<file path="src/rtl/seg7_pkg.sv">
// Shared types and constants for the four-digit seven-segment scanner.
// Glyphs are active-low, ordered {a,b,c,d,e,f,g}.
package seg7_pkg;

    typedef logic [0:6] seg7_t;

    localparam seg7_t SEG_OFF = 7'b1111111;

    // b and d use lower-case shapes so they are not confused with 8 and 0
    localparam seg7_t HEX_GLYPHS [16] = '{
        7'b0000001, // 0
        7'b1001111, // 1
        7'b0010010, // 2
        7'b0000110, // 3
        7'b1001100, // 4
        7'b0100100, // 5
        7'b0100000, // 6
        7'b0001111, // 7
        7'b0000000, // 8
        7'b0000100, // 9
        7'b0001000, // A
        7'b1100000, // b
        7'b0110001, // C
        7'b1000010, // d
        7'b0110000, // E
        7'b0111000  // F
    };

    localparam logic S_BLANK = 1'b0;
    localparam logic S_ON    = 1'b1;

endpackage

</file>
<file path="src/rtl/hex_to_seg7.sv">
// Combinational hex nibble to active-low seven-segment glyph lookup.
module hex_to_seg7
    import seg7_pkg::*;
(
    input  logic [3:0] nibble,
    output seg7_t      seg
);

    assign seg = HEX_GLYPHS[nibble];

endmodule

</file>
<file path="src/rtl/seg7_scan.sv">
// Time-multiplexed four-digit seven-segment driver with per-slot anode blanking.
// Define SEG7_LZ_BLANK_EN to suppress leading zero digits (digit 3 is always shown).
module seg7_scan
    import seg7_pkg::*;
#(
    parameter int unsigned DIGIT_CYCLES = 50000,
    parameter int unsigned BLANK_CYCLES = 500
) (
    input  logic        clk,
    input  logic        rst_n,
    input  logic [0:15] i_display_data,
    output logic [0:3]  o_anode,
    output logic [0:6]  o_segments,
    output logic        o_dp,
    output logic        o_frame_start
);

    localparam int unsigned CW = (DIGIT_CYCLES > 1) ? $clog2(DIGIT_CYCLES) : 1;
    localparam logic [CW-1:0] CNT_MAX   = CW'(DIGIT_CYCLES - 1);
    localparam logic [CW-1:0] CNT_BLANK = CW'(BLANK_CYCLES);

    logic [CW-1:0] cnt_q, cnt_d;
    logic [1:0]    idx_q, idx_d;
    logic [0:15]   snap_q, snap_d;
    logic          state_q, state_d;
    logic [0:3]    anode_q, anode_d;
    seg7_t         seg_q, seg_d;
    logic          fs_q, fs_d;

    logic          frame_start;
    logic [0:15]   frame_data;
    logic [3:0]    nib;
    seg7_t         glyph;
    logic          lead_zero;

    // cnt_q/idx_q name the position the outputs will show after the next edge
    assign frame_start = (cnt_q == '0) && (idx_q == 2'd0);
    // The new snapshot must already drive the first cycle of digit 0
    assign frame_data  = frame_start ? i_display_data : snap_q;

    always_comb begin
        nib = 4'h0;
        unique case (idx_q)
            2'd0: nib = frame_data[0:3];
            2'd1: nib = frame_data[4:7];
            2'd2: nib = frame_data[8:11];
            2'd3: nib = frame_data[12:15];
            default: nib = 4'h0;
        endcase
    end

    hex_to_seg7 u_hex_to_seg7 (
        .nibble (nib),
        .seg    (glyph)
    );

`ifdef SEG7_LZ_BLANK_EN
    always_comb begin
        lead_zero = 1'b0;
        unique case (idx_q)
            2'd0: lead_zero = (frame_data[0:3] == 4'h0);
            2'd1: lead_zero = (frame_data[0:7] == 8'h00);
            2'd2: lead_zero = (frame_data[0:11] == 12'h000);
            2'd3: lead_zero = 1'b0;
            default: lead_zero = 1'b0;
        endcase
    end
`else
    assign lead_zero = 1'b0;
`endif

    always_comb begin
        cnt_d   = cnt_q + CW'(1);
        idx_d   = idx_q;
        snap_d  = snap_q;
        state_d = state_q;
        fs_d    = frame_start;
        if (cnt_q == CNT_MAX) begin
            cnt_d = '0;
            idx_d = idx_q + 2'd1;
        end
        if (frame_start) begin
            snap_d = i_display_data;
        end
        unique case (state_q)
            S_BLANK: if (cnt_q == CNT_BLANK) state_d = S_ON;
            S_ON:    if (cnt_q == '0)        state_d = S_BLANK;
            default: state_d = S_BLANK;
        endcase
        seg_d = lead_zero ? SEG_OFF : glyph;
    end

    always_comb begin
        anode_d = 4'b1111;
        if (state_d == S_ON) begin
            unique case (idx_q)
                2'd0: anode_d = 4'b0111;
                2'd1: anode_d = 4'b1011;
                2'd2: anode_d = 4'b1101;
                2'd3: anode_d = 4'b1110;
                default: anode_d = 4'b1111;
            endcase
        end
    end

    always_ff @(posedge clk or negedge rst_n) begin
        if (!rst_n) begin
            cnt_q   <= '0;
            idx_q   <= 2'd0;
            snap_q  <= '0;
            state_q <= S_BLANK;
            anode_q <= 4'b1111;
            seg_q   <= SEG_OFF;
            fs_q    <= 1'b0;
        end else begin
            cnt_q   <= cnt_d;
            idx_q   <= idx_d;
            snap_q  <= snap_d;
            state_q <= state_d;
            anode_q <= anode_d;
            seg_q   <= seg_d;
            fs_q    <= fs_d;
        end
    end

    assign o_anode       = anode_q;
    assign o_segments    = seg_q;
    assign o_dp          = 1'b1;
    assign o_frame_start = fs_q;

endmodule

</file>
<file path="config.mk">
export PLATFORM = sky130hd
export DESIGN_NAME = seg7_scan
export DESIGN_NICKNAME = d
export VERILOG_FILES = /design/src/rtl/seg7_pkg.sv /design/src/rtl/hex_to_seg7.sv /design/src/rtl/seg7_scan.sv
export SDC_FILE = /design/constraint.sdc
export NUM_CORES = 1
export LEC_CHECK = 0
export BUFFER_PORTS_ARGS = -buffer_cell sky130_fd_sc_hd__buf_2
export CAP_MARGIN = 15
export CORE_ASPECT_RATIO = 1.25
export CORE_MARGIN = 10
export CORE_UTILIZATION = 55
export DETAILED_ROUTE_END_ITERATION = 10
export PLACE_DENSITY_LB_ADDON = 0.05
export SYNTH_ARGS = -nofsm -noshare
export SYNTH_HDL_FRONTEND = slang
export SYNTH_HIERARCHICAL = 1
export SYNTH_SLANG_ARGS = --single-unit
</file>
<file path="constraint.sdc">
create_clock -name clk -period 3.4 [get_ports clk]
set_input_delay 0.34 -clock clk [delete_from_list [all_inputs] [get_ports clk]]
set_output_delay 0.34 -clock clk [all_outputs]
set_load 0.05 [all_outputs]
</file>
==> summary.txt <==
Routing
  – Vias per cell: 5.63
  – Drt wl/cell: 16.5 um
  – Antenna viol nets, final: 0
  – Final wirelength: 5070 um
  – Initial DRC count: around 100
  – First drt pass iteration count: 4
  – Residual DRC: 0
  – Vias: roughly 1,700

STA
  – Fin. Hold Viols: 0
  – Worst Skew: about 0.0033 ns
  – Crit path time final: 3.16 ns
  – Final period util: 93.1%
  – Max-slew violation count: 0
  – RSZ-0062 raised after global routing: false
  – Tightest hold margin: 0.210 ns
  – Final setup violation count: 0
  – Slew of the pin with the lowest slew margin: 0.996 ns
  – Rel. slew slack: 33.6%
  – Fin Setup TNS: 0 ns
  – Fmax: 316 MHz

Floorplanning
  – Initial core utilization: 56.5%
  – Die H: 94.8 um
  – Total core area: 4360 um2
  – # IOs: 31
  – Die area: between 7000 and 8000 um2
  – Die W: 79.9 um
  – Placement row count: 27

Yosys
  – Synth Flop Type: dfrtp_1
  – Post-Syn Area: between 2000 and 2500 um2
  – Syn_area_per_cell: between 10 and 15 um2
  – Post-synth EDFFs: 0
  – Async set-reset flop share out of synthesis: 100%
  – YS warnings: 6
  – Post-synthesis sequential area ratio: 48.3%
  – Post-Synthesis Net Count: 249
  – Cell variety after synth: 45
  – Seq cells post-synth: 47
  – Cell count after synthesis: roughly 220

Global routing
  – Initial antenna violation count: 0
  – Aggregate global-route resource usage: 13.4%
  – Grt ovf: 0
  – Pin count of the biggest net entering global routing: 48
  – First-pass GRT wire length: 8030 um
  – Vias in the first global route: between 1,500 and 2,000

Critical path
  – CP Capture Type: register
  – Worst EP arrival: 3.37 ns
  – CP Launch Type: register
  – Crit Path Category: register to register
  – Critical Path RT: 3.61 ns
  – CP max FO: 13

Clock network
  – Root buffer cell: clkbuf_8
  – CTS-repair resized insts: 0
  – Clock-pin slew on the worst setup and hold paths: 0.08 ns
  – Total CTS buffers: 5
  – Sink Count: 47
  – TritonCTS clock tree: yes
  – Cts hold-fix bufs: 0
  – Clock latency on the worst-skew pair: 0.29 ns
  – Setup bufs post-CTS: 0
  – CTS Buffer Depth: 2
  – H-tree Lvls: 2

Cells and area
  – Syn-to-layout area delta: 10.9%
  – Fin nets: 280
  – Ant diodes: 0
  – Layout cells sized above 1: 27.3%

Placed design
  – Gpl congestion: 0.835
  – IO Port Bufs: 29
  – Detail Placement HPWL: 3780 um

Min path
  – Hold/Removal Path Class: input pin to async pin

Power
  – Maximum vdd drop: slightly above 0.2 mV
  – P per Cell Area: 369 nW/um2
  – Final Power: approximately 0.001 W
  – Lkg Pwr: 1.29 nW

Run
  – Max_cap viols: 0

Outcome
  – Status: finished, final reports clean
==> path summary, 6_finish.rpt <==
path	start	to	slack [ns]	cells past startpoint
max in group asynchronous	rst_n	cnt_q[2]	2.58	1
min reg2reg	snap_q[6]	snap_q[6]	0.49	1
min in group clk	i_display_data[12]	snap_q[12]	0.28	2
min	rst_n	snap_q[4]	0.21	1
max reg2reg	cnt_q[4]	o_segments[3]	0.24	10
max	cnt_q[4]	o_segments[3]	0.24	10
==> layer usage <==
metal | wire [um] | vias up | global-route usage, %
li1 | - | 825 | -
met1 | 1950 | 846 | 13.7
met2 | 2740 | 53 | 24.3
met3 | 323 | 5 | 4.94
met4 | 53 | 0 | 5.00
met5 | 0 | - | 0
==> area by class of cell <==
cell class,instances,area [um2]
sequential,47,1190
inverter,9,33.8
multi-input combinational,150,1160
timing repair buffer,35,190
fill,364,1630
clock inverter,1,5.00
clock buffer,7,76.3
tap,58,72.6
==> power by group <==
part | switching, W | total [W] | internal (W)
Sequential | 0.00000514 | 0.000586 | 0.000581
Combinational | 0.0000699 | 0.000107 | 0.0000369
Clock | 0.000172 | 0.000316 | 0.000144
Total | 0.000247 | 0.00101 | 0.000762
==> cell usage after synthesis, drive strengths merged (2+ instances only) <==
| cell type | instances | share of area, % |
|---|---|---|
| mux2 | 13 | 6.6 |
| a22oi | 4 | 1.2 |
| buf | 11 | 3.1 |
| a21oi | 6 | 1.2 |
| o21ai | 8 | 1.6 |
| xor2 | 7 | 2.5 |
| dfrtp | 36 | 37 |
| inv | 9 | 1.4 |
| and4 | 2 | 0.71 |
| nand4 | 5 | 1.3 |
| nor3 | 3 | 0.81 |
| and3 | 6 | 1.6 |
| mux2i | 5 | 2.2 |
| ha | 14 | 7.1 |
| a22o | 6 | 2.1 |
| nand2 | 12 | 1.8 |
| and4b | 3 | 1.2 |
| dfstp | 11 | 12 |
| a21boi | 4 | 1.2 |
| or2 | 5 | 1.3 |
| a211oi | 4 | 1.2 |
| nor4 | 2 | 0.76 |
| a2bb2oi | 4 | 1.4 |
| nand3 | 5 | 1.0 |
| xnor2 | 7 | 2.5 |
| nor2 | 16 | 2.4 |
==> worst max-delay path, cell delays in order (launching register included) <==
cell and delay, ns:
dfrtp_1 0.46, nor3_2 0.27, and4b_1 0.24, and4b_1 0.35
buf_4 0.28, a211oi_1 0.10, a2bb2oi_1 0.30, inv_1 0.17
ha_1 0.34, inv_1 0.07, mux4_1 0.49
==> per-stage QoR <==
step	instance area [um2]	cells	util [%]	worst slack, ns
global route	2730	307	62.7	0.0338
finish	2730	307	62.7	0.235
detailed placement	2650	299	60.8	0.269
floorplan	2460	217	-	0.575
CTS	2730	307	62.7	0.221
global placement	2650	299	60.8	0.416
==> flip-flops by register name, summed over array words and instances, names as in the netlist <==
| register | cells |
|---|---|
| cnt_q | 16 |
| idx_q | 2 |
| o_anode | 4 |
| o_frame_start | 1 |
| o_segments | 7 |
| snap_q | 16 |
| state_q | 1 |
==> cell usage in the layout, fill, tap and decap left out, drive strengths merged, types with 2 or more instances in the layout <==
master and n:
dfrtp 36, buf 35, nor2 16, ha 14
mux2 13, nand2 12, dfstp 11, inv 9
o21ai 8, xor2 7, xnor2 7, clkbuf 7
a22o 6, a21oi 6, and3 6, nand4 5
nand3 5, or2 5, mux2i 5, a21boi 4
a22oi 4, a211oi 4, a2bb2oi 4, and4b 3
nor3 3, and4 2, nor4 2
==> logic make-up (layout without fill, tap and decap cells) <==
| kind of cell | Yosys count | in the layout | synth area share [%] |
|---|---|---|---|
| compound gates | 37 | 37 | 10.5 |
| xor+xnor | 14 | 14 | 4.98 |
| fa+ha+maj | 14 | 14 | 7.11 |
| buf+inv | 20 | 52 | 4.47 |
| flops | 47 | 47 | 48.3 |
| mux | 19 | 19 | 9.80 |
| other cells | 1 | 1 | 0.152 |
| simple gates | 65 | 65 | 14.7 |
Power figures use the tool's default switching activity.
